==> src/rtl/mcs_fpro_bridge_gen_if.sv <==
// Bus bundle between the MicroBlaze MCS IO bus, the bridge and the FPro slot regions.
// The slave modport is the bridge; the master modport is the CPU plus the FPro subsystems.
interface mcs_fpro_bridge_gen_if #(
    parameter int CS_BITS = 1
);
    localparam int N_CS   = 2 ** CS_BITS;
    localparam int ADDR_W = 22 - CS_BITS;

    // MCS IO side
    logic                 io_addr_strobe;
    logic                 io_read_strobe;
    logic                 io_write_strobe;
    logic [3:0]           io_byte_enable;
    logic [31:0]          io_address;
    logic [31:0]          io_write_data;
    logic [31:0]          io_read_data;
    logic                 io_ready;

    // FPro side
    logic [N_CS-1:0]      fp_cs;
    logic                 fp_wr;
    logic                 fp_rd;
    logic [ADDR_W-1:0]    fp_addr;
    logic [3:0]           fp_be;
    logic [31:0]          fp_wr_data;
    logic [32*N_CS-1:0]   fp_rd_data;
    logic [N_CS-1:0]      fp_ack;

    modport slave (
        input  io_addr_strobe, io_read_strobe, io_write_strobe,
        input  io_byte_enable, io_address, io_write_data,
        output io_read_data, io_ready,
        output fp_cs, fp_wr, fp_rd, fp_addr, fp_be, fp_wr_data,
        input  fp_rd_data, fp_ack
    );

    modport master (
        output io_addr_strobe, io_read_strobe, io_write_strobe,
        output io_byte_enable, io_address, io_write_data,
        input  io_read_data, io_ready,
        input  fp_cs, fp_wr, fp_rd, fp_addr, fp_be, fp_wr_data,
        output fp_rd_data, fp_ack
    );
endinterface

==> src/rtl/mcs_fpro_bridge_gen.sv <==
// MCS IO-bus to FPro-bus bridge with per-region wait-state handshake.
// Optional BRG_TIMEOUT_EN enables the WAIT timeout, DEAD_BEEF read data and sticky brg_err.
module mcs_fpro_bridge_gen #(
    parameter logic [31:0] BRG_BASE    = 32'hc000_0000,
    parameter int          CS_BITS     = 1,
    parameter int          TIMEOUT_CYC = 255
) (
    input  logic                  clk,
    input  logic                  reset,
    mcs_fpro_bridge_gen_if.slave  bus,
    output logic                  brg_err,
    input  logic                  brg_err_clr
);
    localparam int N_CS   = 2 ** CS_BITS;
    localparam int ADDR_W = 22 - CS_BITS;

    typedef enum logic [1:0] {
        S_IDLE,
        S_ISSUE,
        S_WAIT,
        S_RESP
    } state_t;

    state_t              state;
    logic [CS_BITS-1:0]  region;
    logic                is_wr;

    logic                start;
    logic [CS_BITS-1:0]  req_region;
    logic [N_CS-1:0]     req_cs;
    logic                sel_ack;
    logic [31:0]         ack_data;

    assign start      = bus.io_addr_strobe
                      && (bus.io_address[31:24] == BRG_BASE[31:24])
                      && (bus.io_read_strobe || bus.io_write_strobe);
    assign req_region = bus.io_address[23 -: CS_BITS];
    assign req_cs     = N_CS'(1) << req_region;
    // Only the latched region's ack and read slice are ever looked at.
    assign sel_ack    = bus.fp_ack[region];
    assign ack_data   = is_wr ? 32'h0 : bus.fp_rd_data[int'(region) * 32 +: 32];

`ifdef BRG_TIMEOUT_EN
    localparam int                CNT_W    = $clog2(TIMEOUT_CYC + 1);
    localparam logic [CNT_W-1:0]  CNT_LAST = CNT_W'(TIMEOUT_CYC - 1);
    localparam logic [CNT_W-1:0]  CNT_MAX  = CNT_W'(TIMEOUT_CYC);

    logic [CNT_W-1:0] cnt;
    logic             unused_bits;
    assign unused_bits = ^bus.io_address[1:0];
`else
    logic             unused_bits;
    assign unused_bits = ^{bus.io_address[1:0], brg_err_clr};
    assign brg_err     = 1'b0;
`endif

    // NOTE: every register below is assigned with <= so all branches see pre-edge values.
    always_ff @(posedge clk) begin
        if (reset) begin
            state            <= S_IDLE;
            region           <= '0;
            is_wr            <= 1'b0;
            bus.io_ready     <= 1'b0;
            bus.io_read_data <= '0;
            bus.fp_cs        <= '0;
            bus.fp_wr        <= 1'b0;
            bus.fp_rd        <= 1'b0;
            bus.fp_addr      <= '0;
            bus.fp_be        <= '0;
            bus.fp_wr_data   <= '0;
`ifdef BRG_TIMEOUT_EN
            cnt              <= '0;
            brg_err          <= 1'b0;
`endif
        end else begin
`ifdef BRG_TIMEOUT_EN
            // A timeout later in this block overrides the clear: set wins.
            if (brg_err_clr) brg_err <= 1'b0;
`endif
            case (state)
                S_IDLE: begin
                    if (start) begin
                        state          <= S_ISSUE;
                        region         <= req_region;
                        is_wr          <= bus.io_write_strobe;
                        bus.fp_cs      <= req_cs;
                        bus.fp_wr      <= bus.io_write_strobe;
                        bus.fp_rd      <= ~bus.io_write_strobe;
                        bus.fp_addr    <= bus.io_address[ADDR_W+1:2];
                        bus.fp_be      <= bus.io_byte_enable;
                        bus.fp_wr_data <= bus.io_write_data;
                    end
                end
                S_ISSUE: begin
                    bus.fp_wr <= 1'b0;
                    bus.fp_rd <= 1'b0;
`ifdef BRG_TIMEOUT_EN
                    cnt       <= '0;
`endif
                    if (sel_ack) begin
                        state            <= S_RESP;
                        bus.fp_cs        <= '0;
                        bus.io_ready     <= 1'b1;
                        bus.io_read_data <= ack_data;
                    end else begin
                        state <= S_WAIT;
                    end
                end
                S_WAIT: begin
                    if (sel_ack) begin
                        state            <= S_RESP;
                        bus.fp_cs        <= '0;
                        bus.io_ready     <= 1'b1;
                        bus.io_read_data <= ack_data;
                    end
`ifdef BRG_TIMEOUT_EN
                    else if (cnt == CNT_LAST) begin
                        state            <= S_RESP;
                        bus.fp_cs        <= '0;
                        bus.io_ready     <= 1'b1;
                        bus.io_read_data <= 32'hDEAD_BEEF;
                        brg_err          <= 1'b1;
                    end else if (cnt != CNT_MAX) begin
                        cnt <= cnt + 1'b1;
                    end
`endif
                end
                S_RESP: begin
                    state            <= S_IDLE;
                    bus.io_ready     <= 1'b0;
                    bus.io_read_data <= '0;
                end
                default: state <= S_IDLE;
            endcase
        end
    end
endmodule

==> src/flat_wrapper.sv <==
// flat-port wrapper written by rule: the top's interface ports become plain ports
module mcs_fpro_bridge_gen_flat 
#(
    parameter logic [31:0] BRG_BASE    = 32'hc000_0000,
    parameter int          CS_BITS     = 1,
    parameter int          TIMEOUT_CYC = 255
)
  (clk, reset, brg_err, brg_err_clr, bus_io_addr_strobe, bus_io_read_strobe, bus_io_write_strobe, bus_io_byte_enable, bus_io_address, bus_io_write_data, bus_io_read_data, bus_io_ready, bus_fp_cs, bus_fp_wr, bus_fp_rd, bus_fp_addr, bus_fp_be, bus_fp_wr_data, bus_fp_rd_data, bus_fp_ack);
  mcs_fpro_bridge_gen_if #(.CS_BITS(CS_BITS)) bus_i ();
  input  logic clk;
  input  logic reset;
  output logic brg_err;
  input  logic brg_err_clr;
  input wire logic [$bits(bus_i.io_addr_strobe)-1:0] bus_io_addr_strobe;
  input wire logic [$bits(bus_i.io_read_strobe)-1:0] bus_io_read_strobe;
  input wire logic [$bits(bus_i.io_write_strobe)-1:0] bus_io_write_strobe;
  input wire logic [$bits(bus_i.io_byte_enable)-1:0] bus_io_byte_enable;
  input wire logic [$bits(bus_i.io_address)-1:0] bus_io_address;
  input wire logic [$bits(bus_i.io_write_data)-1:0] bus_io_write_data;
  output wire logic [$bits(bus_i.io_read_data)-1:0] bus_io_read_data;
  output wire logic [$bits(bus_i.io_ready)-1:0] bus_io_ready;
  output wire logic [$bits(bus_i.fp_cs)-1:0] bus_fp_cs;
  output wire logic [$bits(bus_i.fp_wr)-1:0] bus_fp_wr;
  output wire logic [$bits(bus_i.fp_rd)-1:0] bus_fp_rd;
  output wire logic [$bits(bus_i.fp_addr)-1:0] bus_fp_addr;
  output wire logic [$bits(bus_i.fp_be)-1:0] bus_fp_be;
  output wire logic [$bits(bus_i.fp_wr_data)-1:0] bus_fp_wr_data;
  input wire logic [$bits(bus_i.fp_rd_data)-1:0] bus_fp_rd_data;
  input wire logic [$bits(bus_i.fp_ack)-1:0] bus_fp_ack;
  assign bus_i.io_addr_strobe = bus_io_addr_strobe;
  assign bus_i.io_read_strobe = bus_io_read_strobe;
  assign bus_i.io_write_strobe = bus_io_write_strobe;
  assign bus_i.io_byte_enable = bus_io_byte_enable;
  assign bus_i.io_address = bus_io_address;
  assign bus_i.io_write_data = bus_io_write_data;
  assign bus_io_read_data = bus_i.io_read_data;
  assign bus_io_ready = bus_i.io_ready;
  assign bus_fp_cs = bus_i.fp_cs;
  assign bus_fp_wr = bus_i.fp_wr;
  assign bus_fp_rd = bus_i.fp_rd;
  assign bus_fp_addr = bus_i.fp_addr;
  assign bus_fp_be = bus_i.fp_be;
  assign bus_fp_wr_data = bus_i.fp_wr_data;
  assign bus_i.fp_rd_data = bus_fp_rd_data;
  assign bus_i.fp_ack = bus_fp_ack;
  mcs_fpro_bridge_gen #(.BRG_BASE(BRG_BASE), .CS_BITS(CS_BITS), .TIMEOUT_CYC(TIMEOUT_CYC)) u_core (.clk(clk), .reset(reset), .bus(bus_i), .brg_err(brg_err), .brg_err_clr(brg_err_clr));
endmodule
==> config.mk <==
export PLATFORM = sky130hd
export DESIGN_NAME = mcs_fpro_bridge_gen_flat
export DESIGN_NICKNAME = d
export VERILOG_FILES = /design/src/rtl/mcs_fpro_bridge_gen_if.sv /design/src/rtl/mcs_fpro_bridge_gen.sv /design/src/flat_wrapper.sv
export SDC_FILE = /design/constraint.sdc
export NUM_CORES = 1
export LEC_CHECK = 0
export ABC_CLOCK_PERIOD_IN_PS = 2500
export CORE_ASPECT_RATIO = 0.7
export CORE_UTILIZATION = 35
export DETAILED_ROUTE_END_ITERATION = 16
export GPL_ROUTABILITY_DRIVEN = 0
export GPL_TIMING_DRIVEN = 0
export MAX_ROUTING_LAYER = met4
export PLACE_DENSITY = 0.75
export SYNTH_ARGS = -nofsm -noshare
export SYNTH_HDL_FRONTEND = slang
export SYNTH_SLANG_ARGS = --single-unit
==> constraint.sdc <==
create_clock -name clk -period 2.5 [get_ports clk]
set_input_delay 0.25 -clock clk [delete_from_list [all_inputs] [get_ports clk]]
set_output_delay 0.25 -clock clk [all_outputs]
set_load 0.005 [all_outputs]
Word-level counts from Yosys, hierarchy flattened
Cells that the tools add are included.

$add $sub $neg: 0. $mul: 0. Divide/modulo/power cells: 0. Magnitude comparators: 1. Equal/unequal tests: 7. Shifts and indexed selects: 2. Multiplexer cells: 18. Bitwise operators: 1. Reduce and logical (&&, ||, !) cells: 13.

Operator list (count): 32-bit two-way mux (2); 32-bit one-hot mux with 2 select lines (1); 64-bit by 7-bit variable part select with 32-bit output (1); 8-bit equality test, second input constant (1); 2-bit two-way mux (4); 2-bit one-hot mux with 4 select lines (1); 2-bit AND reduction (4); 1-bit two-way mux (6); 2-bit by 1-bit inequality test with 1-bit output, second input constant (3); 1-bit one-hot mux with 2 select lines (3); 2-bit nonzero test (3); 2-bit equality test, second input constant (2); 2-bit one-hot mux with 2 select lines (1); 3-bit AND reduction (1); 2-bit by 1-bit equality test with 1-bit output, second input constant (1); 1-bit logical AND (2); 2-bit zero test (1); 1-bit by 2-bit less-than comparator with 1-bit output, second input constant (1); 2-bit OR reduction (1); 1-bit by 1-bit << shifter with 2-bit output, first input constant (1); 1-bit logical OR (1); 1-bit inverter (1).

Flip-flop bits (word level): 98. Bits in latches: 0. Bits in writable memories: 0. ROM bits: 0. Input bits: 140. Output and inout bits: 95. Logic and storage cells: 53. Memories kept: 0.

Longest topological paths before layout
Depth in word-level cells: 5. Gate-level depth with buffers: 8. Depth with buffers taken out: 6.

Worst setup path after synthesis
OpenSTA, ideal clock, no wires.

Kind: reg2reg. From: register u_core.state[0]. To: register u_core.bus.io_read_data[0]. Library setup time: 0.065 ns. Data arrival time: 1.679 ns. Setup slack: 0.755 ns. Stages on the path, launching flop included: 8. Buffers on the path: 2. Cell sequence: dfxtp_1 -> inv_1 -> ha_1 -> clkbuf_1 -> nor4b_4 -> buf_2 -> a22oi_1 -> nor2_1.

Word-level cells in the longest chain between the ends: 4.

Ends and longest elaborated chain: start, declared (line mcs_fpro_bridge_gen.sv:24) `state_t state;`; start signal, assigned (line mcs_fpro_bridge_gen.sv:60) `state <= S_IDLE;`; start signal, assigned (line mcs_fpro_bridge_gen.sv:83) `state <= S_ISSUE;`; start signal, assigned (line mcs_fpro_bridge_gen.sv:101) `state <= S_RESP;`; 2-bit by 1-bit equality test with 1-bit output or 2-bit equality test (tied branches) (line mcs_fpro_bridge_gen.sv:80) `case (state)`; 2-bit OR reduction (no line); 2-bit by 1-bit inequality test with 1-bit output (no line) or 2-bit nonzero test (tied branches); 2-bit AND reduction (no line); end signal, assigned (line mcs_fpro_bridge_gen.sv:104) `bus.io_read_data <= ack_data;`; end signal, assigned (line mcs_fpro_bridge_gen.sv:114) `bus.io_read_data <= ack_data;`; end, declared (line mcs_fpro_bridge_gen_if.sv:32) `output io_read_data, io_ready,`.

Parallel ways exist; a longest one is shown, timed or not. A chain may end at the register's enable or synchronous reset.

Final worst setup path
From: register u_core.state[0]. To: register u_core.bus.io_read_data[2].

Same word-level chain as after synthesis.

==> run summary <==
### Synth
- Synth Instances: 456
- part of the Yosys area used for sequential elements: 0.490
- Post-Synthesis Mean Instance Area: 8.79 um^2
- #FFs+latches synth: 98
- net count after synthesis: 600
- dominant cells by area after synthesis: sky130_fd_sc_hd__dfxtp_1 49%, sky130_fd_sc_hd__nand2_1 11%, sky130_fd_sc_hd__mux2_2 9.3%, sky130_fd_sc_hd__a21oi_1 7.9%, sky130_fd_sc_hd__a22oi_1 6.0%
- most instantiated flip-flop cell in the synthesis netlist: sky130_fd_sc_hd__dfxtp_1
- top cells by instance count after synthesis: 120 x sky130_fd_sc_hd__nand2_1, 98 x sky130_fd_sc_hd__dfxtp_1, 63 x sky130_fd_sc_hd__a21oi_1, 34 x sky130_fd_sc_hd__nor2_1, 33 x sky130_fd_sc_hd__mux2_2
- Syn Std Cell Area: 0.00401 mm^2
- async set or reset register ratio after synthesis: 0
- top-count cell post-synth: sky130_fd_sc_hd__nand2_1
- cell type with the highest aggregate area in the netlist: sky130_fd_sc_hd__dfxtp_1
- Synth top area share: 0.490
- number of library cell types mapped by synthesis: 32
- Warnings, synthesis: 0
- number of enable flip-flop cells after synthesis: 0

### Run
- number of max-capacitance violations reported: 0

### Route
- DRC viols: 0
- number of nets with antenna violations after routing: 0
- average routed wire per standard cell: 14.4 um
- starting DRC count in detailed routing: 119
- via count: 4116
- final WL: 12.3 mm
- first-pass detailed-route iteration total: 4
- via-per-instance ratio: 4.81

### Placed design
- detailed placer's ending HPWL: 9.64 mm
- count of input and output buffers: 230
- cell area reported after detailed placement: 0.00650 mm^2
- instance count after placement with tap cells included: 839

### Clocking
- clock latency on the worst-skew pair: 0.33 ns
- clock transition time at the flip-flop clock pins of the worst setup and hold paths: 0.07 ns
- count of H-tree levels built during CTS: 3
- number of hold-repair buffers added at the cts stage: 0
- buffers inserted during post-CTS setup optimization: 0
- number of sinks on the clock net: 98
- buffer levels on the longest clock path: 2
- number of buffers created by CTS: 9
- CTS Root Buffer Type: sky130_fd_sc_hd__clkbuf_16
- CTS tree: built
- CTS resizes: 0

### STA
- Final min period: 2.10 ns
- TNS Setup: 0 ns
- setup repair after global routing missed its margin: no
- fin. max-slew vios: 0
- Layout Skew: 0.00653 ns
- count of final setup violators: 0
- Max Fclk: 476 MHz
- tightest hold margin: 0.451 ns
- Hold Vio Cnt, Final: 0
- Slew Limit Headroom: 0.602
- worst-margin pin slew: 0.597 ns
- final period utilization: 0.840

### Global route
- vias in the first global route: 4110
- pin count of the biggest net entering global routing: 17
- Congestion Overflow GR: 0
- antenna violations before repair: 0
- first-pass GRT wire length: 19.3 mm
- overall global routing resource usage: 0.215

### Setup path
- crit path max fanout: 10
- list of cells traversed by the critical path: inv_1 > ha_1 > clkbuf_1 > nor4b_4 > buf_2 > a22oi_1 > nor2_1
- critical path type: register to register
- Crit path buffers/inverters: 3
- sort of element at the start of the critical path: register
- endpoint class of the critical path: register
- Worst path max stage delay: 0.41 ns
- required time worst endpoint: 2.77 ns
- delay-heaviest family, CP: buffers and inverters
- arrival time of data at the critical path endpoint: 2.37 ns
- library cell contributing the largest single delay on the critical path: sky130_fd_sc_hd__dfxtp_1

### Die
- Core Rows: 32
- area enclosed by the die boundary: 0.0119 mm^2
- Initial Util: 0.361
- Placeable Area: 0.0111 mm^2
- die width: 130 um
- number of ports placed on the die boundary: 235
- height of the die: 91.5 um

### Worst hold path
- class of the tightest hold or removal check: register to register

### Final layout
- number of cells in the finished layout apart from fillers: 855
- ANT cells: 0
- layout cell share with drive strength beyond 1: 0.0983
- layout-stage area growth over the synthesis result: 69.6%
- Finished Cell Area: 0.00680 mm^2
- number of nets in the layout: 841

### Power and ir drop
- sequential fraction of design power: 0.443
- relative contribution of the clock network to total power: 0.361
- internal power: 2.86 mW
- share of power burned in combinational logic: 0.196
- standby leakage power: 2.33 nW
- worst-case vdd ir drop: 0.409 mV
- power density over the cells: 556 mW/mm^2
- switching power share of the total: 0.242
- switching pwr: 0.916 mW

### Status
- result of the run: finished, final reports clean

registers in the layout, indices dropped and copies added, names as in the netlist, 2 cells and up:
| signal | count |
|---|---|
| u_core.bus.fp_be | 4 |
| u_core.bus.io_read_data | 32 |
| u_core.state | 2 |
| u_core.bus.fp_addr | 21 |
| u_core.bus.fp_cs | 2 |
| u_core.bus.fp_wr_data | 32 |
path summary, 6_finish.rpt:
check | endpoint | slack [ns] | start | cells after the start
min | u_core.bus.fp_wr_data[16]$_SDFFE_PP0P_ | 0.45 | u_core.bus.fp_wr_data[16]$_SDFFE_PP0P_ | 2
min reg2reg | u_core.bus.fp_wr_data[16]$_SDFFE_PP0P_ | 0.45 | u_core.bus.fp_wr_data[16]$_SDFFE_PP0P_ | 2
max | u_core.bus.io_read_data[2]$_SDFFE_PP0P_ | 0.40 | u_core.state[0]$_SDFFE_PP0P_ | 7
max reg2reg | u_core.bus.io_read_data[2]$_SDFFE_PP0P_ | 0.40 | u_core.state[0]$_SDFFE_PP0P_ | 7
tightest hold or removal path, stage by stage (launching register included):
cell and delay (ns):
sky130_fd_sc_hd__dfxtp_1 0.31, sky130_fd_sc_hd__nand2_1 0.05, sky130_fd_sc_hd__a21oi_1 0.05
layout make-up:
type	count	area [um^2]
multi-input combinational	320	1870
clock buffer	10	229
tap	153	191
inverter	2	7.51
buffer	36	171
sequential	98	1960
clock inverter	6	65.1
timing repair buffer	230	2300
fill	968	4300
stage by stage:
step                      setup WS [ns]   util  total power [mW]
after floorplan                   0.755      -              2.03
after global placement            0.238  0.586              2.43
after detailed placement          0.232  0.586              2.45
after CTS                         0.388  0.613              3.83
after global routing              0.208  0.613              3.97
final                             0.399  0.613              3.78
placed cells by master, fill, tap and decap left out, types with 2 or more instances in the layout:
cell                              synthesis  routed
sky130_fd_sc_hd__ha_1                     4       4
sky130_fd_sc_hd__nor2b_1                  2       2
sky130_fd_sc_hd__clkdlybuf4s50_1          0     230
sky130_fd_sc_hd__nand3_1                  3       3
sky130_fd_sc_hd__nand3b_1                 2       2
sky130_fd_sc_hd__nor2_1                  34      34
sky130_fd_sc_hd__nor4b_4                  2       2
sky130_fd_sc_hd__dfxtp_1                 98      98
sky130_fd_sc_hd__buf_2                    8       8
sky130_fd_sc_hd__nand2_1                120     120
sky130_fd_sc_hd__mux2_2                  33      33
sky130_fd_sc_hd__clkbuf_1                20      21
sky130_fd_sc_hd__buf_4                    7       7
sky130_fd_sc_hd__a22oi_1                 32      32
sky130_fd_sc_hd__nand2b_1                 5       5
sky130_fd_sc_hd__clkbuf_16                0       9
sky130_fd_sc_hd__a21oi_1                 63      63
sky130_fd_sc_hd__o21ai_0                  2       2
sky130_fd_sc_hd__nor3_1                   2       2
sky130_fd_sc_hd__mux2i_1                  4       4
sky130_fd_sc_hd__inv_1                    2       2
sky130_fd_sc_hd__clkinv_2                 0       2
cells by family (layout without fill, tap and decap cells):
| logic type | count (synthesis) | after routing | synth area share |
|---|---|---|---|
| AND/OR/NAND/NOR | 173 | 173 | 0.184 |
| AO/OA/AOI/OAI | 104 | 104 | 0.160 |
| flip-flops | 98 | 98 | 0.490 |
| multiplexers | 38 | 38 | 0.108 |
| buffers and inverters | 38 | 284 | 0.0446 |
| adder cells (fa/ha/maj) | 4 | 4 | 0.0125 |
| other | 1 | 1 | 0.000936 |
per-layer routing:
layer | GRT usage | share of wire | vias to the layer above
met4 | 0.0610 | 0.015 | 0
met5 | - | 0 | -
met2 | 0.364 | 0.48 | 156
met3 | 0.0636 | 0.083 | 20
met1 | 0.244 | 0.42 | 1919
li1 | - | - | 2021
power by group through the flow:
stage / clock [mW] / combinational [mW] / sequential, mW
3_5_place_dp: 0 / 0.743 / 1.71
3_3_place_gp: 0 / 0.725 / 1.70
6_report: 1.37 / 0.739 / 1.67
2_1_floorplan: 0 / 0.317 / 1.71
4_1_cts: 1.41 / 0.747 / 1.67
5_1_grt: 1.48 / 0.807 / 1.68
Power figures use the tool's default switching activity.
